--- src/rtl/md_seq_ctrl_pkg.sv ---
// Shared definitions for the multiply/divide sequencer: op-select bit
// indices, FSM state encoding and small operand helpers.
package md_seq_ctrl_pkg;

  localparam int unsigned XLEN    = 32;
  localparam int unsigned MD_OP_W = 7;

  // md_op one-hot bit positions
  localparam int unsigned MD_MUL_W   = 0;
  localparam int unsigned MD_MULH_W  = 1;
  localparam int unsigned MD_MULH_WU = 2;
  localparam int unsigned MD_DIV_W   = 3;
  localparam int unsigned MD_MOD_W   = 4;
  localparam int unsigned MD_DIV_WU  = 5;
  localparam int unsigned MD_MOD_WU  = 6;

  typedef enum logic [2:0] {
    ST_IDLE = 3'd0,
    ST_MUL  = 3'd1,
    ST_DIV  = 3'd2,
    ST_FIX  = 3'd3,
    ST_DONE = 3'd4
  } md_state_e;

  // True when exactly one bit of the op select is set.
  function automatic logic is_one_hot(input logic [MD_OP_W-1:0] v);
    return (v != '0) && ((v & (v - MD_OP_W'(1))) == '0);
  endfunction

  // Magnitude of v; only negated when the op is signed and v is negative.
  function automatic logic [XLEN-1:0] mag(input logic [XLEN-1:0] v, input logic sgn);
    return (sgn && v[XLEN-1]) ? (~v + XLEN'(1)) : v;
  endfunction

endpackage

--- src/rtl/md_seq_ctrl_div_iter.sv ---
// Radix-2 restoring divider datapath on unsigned magnitudes.
// Ports: clk/rst (sync, active-high); load captures dividend/divisor
// magnitudes; step retires one quotient bit; quo/rem are the magnitudes.
module div_iter
  import md_seq_ctrl_pkg::*;
(
  input  logic            clk,
  input  logic            rst,
  input  logic            load,
  input  logic            step,
  input  logic [XLEN-1:0] dividend,
  input  logic [XLEN-1:0] divisor,
  output logic [XLEN-1:0] quo,
  output logic [XLEN-1:0] rem
);

  logic [XLEN-1:0] quo_q, rem_q, dsr_q;
  logic [XLEN:0]   shifted_c;
  logic [XLEN:0]   trial_c;

  // Quotient register doubles as the dividend shift register.
  assign shifted_c = {rem_q, quo_q[XLEN-1]};
  assign trial_c   = shifted_c - {1'b0, dsr_q};

  always_ff @(posedge clk) begin
    if (rst) begin
      quo_q <= '0;
      rem_q <= '0;
      dsr_q <= '0;
    end else if (load) begin
      quo_q <= dividend;
      rem_q <= '0;
      dsr_q <= divisor;
    end else if (step) begin
      // Negative trial (bit XLEN set) restores the shifted remainder.
      if (!trial_c[XLEN]) begin
        rem_q <= trial_c[XLEN-1:0];
        quo_q <= {quo_q[XLEN-2:0], 1'b1};
      end else begin
        rem_q <= shifted_c[XLEN-1:0];
        quo_q <= {quo_q[XLEN-2:0], 1'b0};
      end
    end
  end

  assign quo = quo_q;
  assign rem = rem_q;

endmodule

--- src/rtl/md_seq_ctrl.sv ---
// Multi-cycle multiply/divide sequencer for the EX stage.
// Accepts one one-hot mul/div op, runs it, holds the result until consumed.
// Ports: clk, rst (sync active-high); md_valid/md_op/src1/src2 op request;
// flush abandons work; out_ready consumes result; md_ready (idle),
// md_busy (not idle), cul_done (md_res valid), md_res (registered result).
// Build option: MD_EARLY_OUT_EN lets trivially small divides skip the loop.
module md_seq_ctrl
  import md_seq_ctrl_pkg::*;
#(
  parameter int unsigned MUL_LAT  = 2,
  parameter int unsigned DIV_ITER = 32
) (
  input  logic               clk,
  input  logic               rst,
  input  logic               md_valid,
  input  logic [MD_OP_W-1:0] md_op,
  input  logic [XLEN-1:0]    src1,
  input  logic [XLEN-1:0]    src2,
  input  logic               flush,
  input  logic               out_ready,
  output logic               md_ready,
  output logic               md_busy,
  output logic               cul_done,
  output logic [XLEN-1:0]    md_res
);

  md_state_e          state_q, state_d;
  logic [MD_OP_W-1:0] op_q;
  logic [XLEN-1:0]    op1_q, op2_q;
  logic [31:0]        cnt_q;
  logic               early_q;

  logic               accept_c;
  logic               in_is_mul_c, in_sgn_c, early_c;
  logic [XLEN-1:0]    in_a_mag_c, in_b_mag_c;
  logic [XLEN-1:0]    div_quo, div_rem;
  logic [2*XLEN-1:0]  prod_c;
  logic [2*XLEN-1:0]  mul_a_c, mul_b_c;
  logic               sgn_div_c;
  logic [XLEN-1:0]    q_mag_c, r_mag_c, q_fix_c, r_fix_c, res_c;

  // Request decode
  assign accept_c    = (state_q == ST_IDLE) && md_valid && is_one_hot(md_op) && !flush;
  assign in_is_mul_c = md_op[MD_MUL_W] | md_op[MD_MULH_W] | md_op[MD_MULH_WU];
  assign in_sgn_c    = md_op[MD_DIV_W] | md_op[MD_MOD_W];
  assign in_a_mag_c  = mag(src1, in_sgn_c);
  assign in_b_mag_c  = mag(src2, in_sgn_c);

`ifdef MD_EARLY_OUT_EN
  // |dividend| < |divisor| means quotient 0 and remainder = dividend.
  assign early_c = !in_is_mul_c && (src2 != '0) && (in_a_mag_c < in_b_mag_c);
`else
  assign early_c = 1'b0;
`endif

  // Next-state logic; flush wins over everything else
  always_comb begin
    state_d = state_q;
    unique case (state_q)
      ST_IDLE: begin
        if (accept_c) begin
          if (in_is_mul_c)  state_d = ST_MUL;
          else if (early_c) state_d = ST_FIX;
          else              state_d = ST_DIV;
        end
      end
      ST_MUL:  if (cnt_q == 32'd1) state_d = ST_DONE;
      ST_DIV:  if (cnt_q == 32'd1) state_d = ST_FIX;
      ST_FIX:  state_d = ST_DONE;
      ST_DONE: if (out_ready) state_d = ST_IDLE;
      default: state_d = ST_IDLE;
    endcase
    if (flush) state_d = ST_IDLE;
  end

  // State, operand latch, shared MUL/DIV counter and result register
  always_ff @(posedge clk) begin
    if (rst) begin
      state_q <= ST_IDLE;
      op_q    <= '0;
      op1_q   <= '0;
      op2_q   <= '0;
      cnt_q   <= '0;
      early_q <= 1'b0;
      md_res  <= '0;
    end else begin
      state_q <= state_d;
      if (accept_c) begin
        op_q    <= md_op;
        op1_q   <= src1;
        op2_q   <= src2;
        cnt_q   <= in_is_mul_c ? 32'(MUL_LAT) : 32'(DIV_ITER);
        early_q <= early_c;
      end else if (state_q == ST_MUL || state_q == ST_DIV) begin
        cnt_q <= cnt_q - 32'd1;
      end
      if (state_d == ST_DONE && state_q != ST_DONE) md_res <= res_c;
    end
  end

  div_iter u_div_iter (
    .clk      (clk),
    .rst      (rst),
    .load     (accept_c && !in_is_mul_c),
    .step     (state_q == ST_DIV),
    .dividend (in_a_mag_c),
    .divisor  (in_b_mag_c),
    .quo      (div_quo),
    .rem      (div_rem)
  );

  // Product: sign-extend only for mulh.w; low half is sign-agnostic
  assign mul_a_c = op_q[MD_MULH_W] ? {{XLEN{op1_q[XLEN-1]}}, op1_q} : {{XLEN{1'b0}}, op1_q};
  assign mul_b_c = op_q[MD_MULH_W] ? {{XLEN{op2_q[XLEN-1]}}, op2_q} : {{XLEN{1'b0}}, op2_q};
  assign prod_c  = mul_a_c * mul_b_c;

  // Divide sign fix-up and divide-by-zero override
  always_comb begin
    sgn_div_c = op_q[MD_DIV_W] | op_q[MD_MOD_W];
    q_mag_c   = early_q ? '0 : div_quo;
    r_mag_c   = early_q ? mag(op1_q, sgn_div_c) : div_rem;
    q_fix_c   = (sgn_div_c && (op1_q[XLEN-1] ^ op2_q[XLEN-1])) ? (~q_mag_c + XLEN'(1)) : q_mag_c;
    r_fix_c   = (sgn_div_c && op1_q[XLEN-1]) ? (~r_mag_c + XLEN'(1)) : r_mag_c;
    if (op2_q == '0) begin
      q_fix_c = '1;
      r_fix_c = op1_q;
    end
  end

  // Result select by latched op
  always_comb begin
    res_c = '0;
    unique case (1'b1)
      op_q[MD_MUL_W]:                    res_c = prod_c[XLEN-1:0];
      op_q[MD_MULH_W], op_q[MD_MULH_WU]: res_c = prod_c[2*XLEN-1:XLEN];
      op_q[MD_DIV_W],  op_q[MD_DIV_WU]:  res_c = q_fix_c;
      op_q[MD_MOD_W],  op_q[MD_MOD_WU]:  res_c = r_fix_c;
      default:                           res_c = '0;
    endcase
  end

  assign md_ready = (state_q == ST_IDLE);
  assign md_busy  = (state_q != ST_IDLE);
  assign cul_done = (state_q == ST_DONE);

endmodule

--- config.mk ---
export PLATFORM = sky130hd
export DESIGN_NAME = md_seq_ctrl
export DESIGN_NICKNAME = d
export VERILOG_FILES = /design/src/rtl/md_seq_ctrl_pkg.sv /design/src/rtl/md_seq_ctrl_div_iter.sv /design/src/rtl/md_seq_ctrl.sv
export SDC_FILE = /design/constraint.sdc
export NUM_CORES = 2
export LEC_CHECK = 0
export BUFFER_PORTS_ARGS = -buffer_cell sky130_fd_sc_hd__buf_2
export CAP_MARGIN = 40
export CORE_MARGIN = 1.5
export CORE_UTILIZATION = 45
export CTS_BUF_LIST = sky130_fd_sc_hd__clkbuf_8
export DETAILED_ROUTE_END_ITERATION = 10
export HOLD_SLACK_MARGIN = 0.15
export PLACE_DENSITY = 0.7
export SYNTH_ARGS = -nofsm -noshare
export SYNTH_HDL_FRONTEND = slang
export SYNTH_SLANG_ARGS = --single-unit
--- constraint.sdc ---
create_clock -name clk -period 24.2 [get_ports clk]
set_input_delay 3.63 -clock clk [delete_from_list [all_inputs] [get_ports clk]]
set_output_delay 3.63 -clock clk [all_outputs]
set_load 0.02 [all_outputs]
== Word-level counts from Yosys, hierarchy flattened ==
Index checks and enable logic that the tools add are counted.
W data, S select, Z words.

* Register bits: 234

* Add/subtract/negate cells: 7
* Multipliers: 1
* Equal/unequal tests: 7
* Muxes and demuxes: 23
* Bitwise operators: 10
* Reductions and logical operators: 24

{| class="wikitable"
|+ Operators with widths
! cell !! number
|-
| $mux W32 || 11
|-
| $add A32 B1 Y32 const B || 4
|-
| $mux W64 || 2
|-
| $not A32 Y32 || 4
|-
| $pmux W32 S4 || 1
|-
| $mul A64 B64 Y64 || 1
|-
| $sub A33 B32 Y33 || 1
|-
| $eq A32 B1 Y1 const B || 1
|-
| $logic_not A32 Y1 || 1
|-
| $sub A32 B1 Y32 const B || 1
|-
| $mux W3 || 5
|-
| $pmux W3 S5 || 1
|-
| $logic_and A1 B1 Y1 || 10
|-
| $reduce_or A2 Y1 || 4
|-
| $and A7 B7 Y7 || 1
|-
| $logic_not A7 Y1 || 1
|-
| $reduce_bool A7 Y1 || 1
|-
| $sub A7 B1 Y7 const B || 1
|-
| $eq A3 B2 Y1 const B || 2
|-
| $eq A3 B3 Y1 const B || 2
|-
| $mux W6 || 1
|-
| $or A1 B1 Y1 || 4
|-
| $reduce_bool A2 Y1 || 2
|-
| $eq A3 B1 Y1 const B || 1
|-
| 8 further kinds || 9
|}

== Longest topological paths before layout ==
* Depth in word-level cells: 11
* Mapped depth: 36
* Depth with buffers taken out: 33

== Cells and area by module ==
Synthesis repeated with hierarchy kept, for this count alone.

* Cell total of the unflattened synthesis: 7116
* Area, all modules: 62621.3 µm²

{| class="wikitable"
|+ Modules (own cells, without submodules)
! module !! instances !! cells each !! area each (µm²) !! seq. area each (µm²)
|-
| md_seq_ctrl || 1 || 6380 || 56860.8 || 2762.6
|-
| div_iter || 1 || 736 || 5760.5 || 1921.8
|}

== Least setup slack after synthesis ==
No wires, ideal clock.

* Path kind: register to register
* Start: register op1_q[31]
* End: register md_res[30]
* Setup time: 0.122 ns
* Arrival: 8.858 ns
* Data required time: 24.078 ns
* Slack: 15.221 ns
* Cell stages (with the launch flop): 31
* Period minus slack after synthesis: 8.979 ns
* Cells stage by stage: dfxtp_1 > and2_1 > clkbuf_1 > clkbuf_1 > nand2_1 > fa_1 > inv_1 > fa_1 > fa_1 > inv_1 > fa_1 > inv_1 > fa_1 > fa_1 > fa_1 > fa_1 > fa_1 > inv_1 > fa_1 > inv_1 > ha_1 > clkbuf_1 > a21o_1 > a21o_1 > a21oi_1 > nor3_1 > a31oi_1 > o21ai_0 > a211oi_1 > nor2_1 > a221o_1

* Longest elaborated chain between the ends: 5
* Elaborated cells between the ends (all ways): 10

{| class="wikitable"
|+ Ends and longest elaborated chain
! element !! RTL line !! source
|-
| start, declared || md_seq_ctrl.sv:29 || <nowiki>logic [XLEN-1:0] op1_q, op2_q;</nowiki>
|-
| start signal, assigned || md_seq_ctrl.sv:90 || <nowiki>op1_q <= src1;</nowiki>
|-
| parallel branches: the longest is 4 deep, another holds $mul A64 B64 Y64 || - ||
|-
| $pmux W32 S4 * || md_seq_ctrl.sv:133 || <nowiki>unique case (1'b1)</nowiki>
|-
| end signal, assigned || md_seq_ctrl.sv:97 || <nowiki>if (state_d == ST_DONE && state_q != ST_DONE) md_res <= res_c;</nowiki>
|-
| end, declared || md_seq_ctrl.sv:24 || <nowiki>output logic [XLEN-1:0] md_res</nowiki>
|}

Every way passes the cells marked *.
A chain may end at the register's enable or synchronous reset.

== Worst setup path in the final report ==
* Start: register op1_q[31]
* End: register md_res[31]

Same word-level chain as after synthesis.

==> impl_metrics.env <==
export IMPL_run_status="finished clean"
export IMPL_grtUsageTotal_pct=27.2
export IMPL_max_cap_violations=0
export IMPL_worstMarginPinSlew_ps=1050
export IMPL_crit_type="flop to flop"
export IMPL_synth_cells=7035
export IMPL_wire_per_inst_um=21.2
export IMPL_startpoint_type="flop"
export IMPL_antenna_found_initial=8
export IMPL_drt_wl_total_um=185000
export IMPL_hold_slack_ps=453
export IMPL_die_w_um=375
export IMPL_syn_avg_cell_area_um2=8.83
export IMPL_finalCritPeriodShare_pct=40.5
export IMPL_num_rows=136
export IMPL_detailed_place_hpwl_um=150000
export IMPL_hold_path_class="flop to flop"
export IMPL_cts_root_buf="clkbuf_8"
export IMPL_cts_max_path_buffers=3
export IMPL_ant_nets=0
export IMPL_preCtsSetupSlack_ps=14440
export IMPL_io_buffers=110
export IMPL_critical_path_max_stage_delay_ps=920
export IMPL_synthArstFlopShare_pct=0
export IMPL_min_period_ps=9800
export IMPL_drtPass1Iterations=6
export IMPL_area_delta_synth_final_pct=5.00
export IMPL_final_util_pct=47.6
export IMPL_crit_path_end_kind="flop"
export IMPL_p_leak_nw=32.2
export IMPL_cp_startpoint="op1_q[31]"
export IMPL_nets=8747
export IMPL_synth_edf_count=0
export IMPL_crit_required_ps=24740
export IMPL_synth_distinct_cells=87
export IMPL_fmax_mhz=102
export IMPL_fin_tns_setup_ps=0
export IMPL_yosysWarnings=0
export IMPL_layout_setup_ws_ps=14400
export IMPL_postCtsHoldBufs=0
export IMPL_clk_latency_ps=650
export IMPL_layoutNonFillerInstCount=8734
export IMPL_critPathMaxFanout=24
export IMPL_ir_drop_v=0.0000418
export IMPL_ys_flop_type="dfxtp_1"
export IMPL_routabilityCongestion=0.972
export IMPL_r2r_start="op1_q[31]"
export IMPL_ctsResizeCount=0
export IMPL_drive_gt1_share_pct=4.77
export IMPL_grt_pass1_vias=51100
export IMPL_overflow=0
export IMPL_drt_iter0_drc=3778
export IMPL_clkSinkCount=234
export IMPL_final_max_slew_viol_count=0
export IMPL_die_h_um=375
export IMPL_vias=47300
export IMPL_fp_dieArea_um2=140000
export IMPL_synth_top_area_share_pct=45.8
export IMPL_grt_pass1_wl_um=294000
export IMPL_worstPathArrival_ps=10350
export IMPL_drc=0
export IMPL_finalSetupViolCount=0
export IMPL_worst_path_max_delay_cell="fa_1"
export IMPL_syn_nets=8878
export IMPL_dpl_cell_count=8653
export IMPL_synthTopCellsByArea="fa_1 (46%), inv_1 (9.6%), dfxtp_1 (7.5%)"
export IMPL_start_util_pct=45.3
export IMPL_post_cts_buffers=0
export IMPL_synth_top_cell_by_area="fa_1"
export IMPL_final_hold_viol_count=0
export IMPL_r2r_slack_ps=14400
export IMPL_path_clk_slew_ps=70
export IMPL_cts_tree="built"
export IMPL_maxSlewHeadroom_pct=28.8
export IMPL_core_area_um2=137000
export IMPL_skew_ps=54.7
export IMPL_rsz0062_at_grt="false"
export IMPL_hold_start="op1_q[2]"
export IMPL_synth_area_um2=62100
export IMPL_p_per_area_nw_per_um2=13.9
export IMPL_ys_ff_latch=234
export IMPL_numCtsBuffers=43
export IMPL_viasPerCell=5.42
export IMPL_critical_path_most_common_cell="fa_1"
export IMPL_ctsHtreeMaxLevel=2
export IMPL_synth_yosys_seq_area_share_pct=7.54
export IMPL_grt_max_degree=89
export IMPL_num_io_pins=111
-- worst max-delay path: cells and delay by family (launching register included) --
kind / cells / cell delay, ps
adders and majority gates: 10 / 5950
xor gates and xnor gates: 6 / 1390
buffers and inverters: 7 / 1200
and+or+nand+nor: 3 / 380
DFF: 1 / 310
muxes: 1 / 300
AOI/OAI and AO/OA: 1 / 140
-- registers in the layout, summed over array words and instances, names as in the netlist --
| register | flops |
|---|---|
| cnt_q | 32 |
| md_res | 32 |
| op1_q | 32 |
| op2_q | 32 |
| u_div_iter.dsr_q | 32 |
| u_div_iter.quo | 32 |
| u_div_iter.rem | 32 |
| op_q | 7 |
| state_q | 3 |
-- through the flow --
stage          power (mW)  area [µm²]
2_1_floorplan       0.452       62100
5_1_grt             0.939       65200
3_3_place_gp        0.486       64100
4_1_cts             0.915       65200
6_report            0.908       65200
3_5_place_dp        0.489       64300
-- layout by cell type (no fill, tap or decap), types with 24 or more instances in the layout --
cell         n
a211oi_1    49
and3_1      32
a21o_1      49
and2_1     574
ha_1       347
nand2_1    813
buf_2      109
a21oi_1    327
nor2_1     272
inv_1     1587
o31ai_1     24
nor4_1      40
o21ai_0    145
fa_1      1420
a31oi_1     29
a221oi_1    30
dfxtp_1    231
nand2b_1    25
nor3_1      52
xor2_1      94
nand3_1     28
xnor2_1    193
buf_4       88
clkbuf_8    56
-- synth_stat cells (all sizes together) (19+ instances only) --
| master | count |
|---|---|
| a211oi | 50 |
| a21o | 49 |
| a21oi | 328 |
| a221oi | 31 |
| a31oi | 31 |
| and2 | 577 |
| and3 | 32 |
| buf | 40 |
| clkbuf | 343 |
| dfxtp | 234 |
| fa | 1420 |
| ha | 347 |
| inv | 1582 |
| nand2 | 815 |
| nand2b | 26 |
| nand3 | 28 |
| nor2 | 277 |
| nor3 | 55 |
| nor4 | 44 |
| o211ai | 19 |
| o21ai | 155 |
| o21bai | 19 |
| o31ai | 25 |
| or3 | 23 |
| xnor2 | 193 |
| xor2 | 95 |
-- logic make-up (layout without fill, tap and decap cells) --
family | Yosys count | in the layout | synth area share [%]
multiplexers | 9 | 9 | 0.147
flip-flops | 234 | 234 | 7.54
AND/OR/NAND/NOR | 1947 | 1947 | 15.2
buffers and inverters | 1965 | 1867 | 12.0
AO/OA/AOI/OAI | 819 | 819 | 8.24
other | 0 | 3 | 0
adder cells (fa/ha/maj) | 1773 | 1773 | 52.8
XOR/XNOR | 288 | 288 | 4.07
-- worst paths after layout --
path	end	depth (start not counted)
setup / recovery	md_res[31]	28
hold / removal	op1_q[2]	2
setup reg to reg	md_res[31]	28
hold reg to reg	op1_q[2]	2
-- per-layer routing --
layer / routed length, µm / track usage, % / up-vias
met3: 14900 / 4.76 / 357
met4: 8330 / 10.8 / 0
li1: - / - / 20800
met2: 87300 / 44.4 / 1840
met1: 74300 / 35.9 / 24300
met5: 0 / 0 / -
-- area by class of cell --
cell class | count | area, µm²
multi-input combinational | 4836 | 50100
inverter | 1582 | 5940
clock inverter | 22 | 175
tap | 1794 | 2240
antenna | 3 | 7.51
clock buffer | 56 | 771
sequential | 234 | 4690
fill | 13000 | 71900
timing repair buffer | 207 | 1350
-- power breakdown --
group | internal [mW] | switching, mW
clock | 0.231 | 0.194
sequential | 0.387 | 0.00222
combinational | 0.0276 | 0.0655
total | 0.646 | 0.262
(Power assumes the default switching activity.)
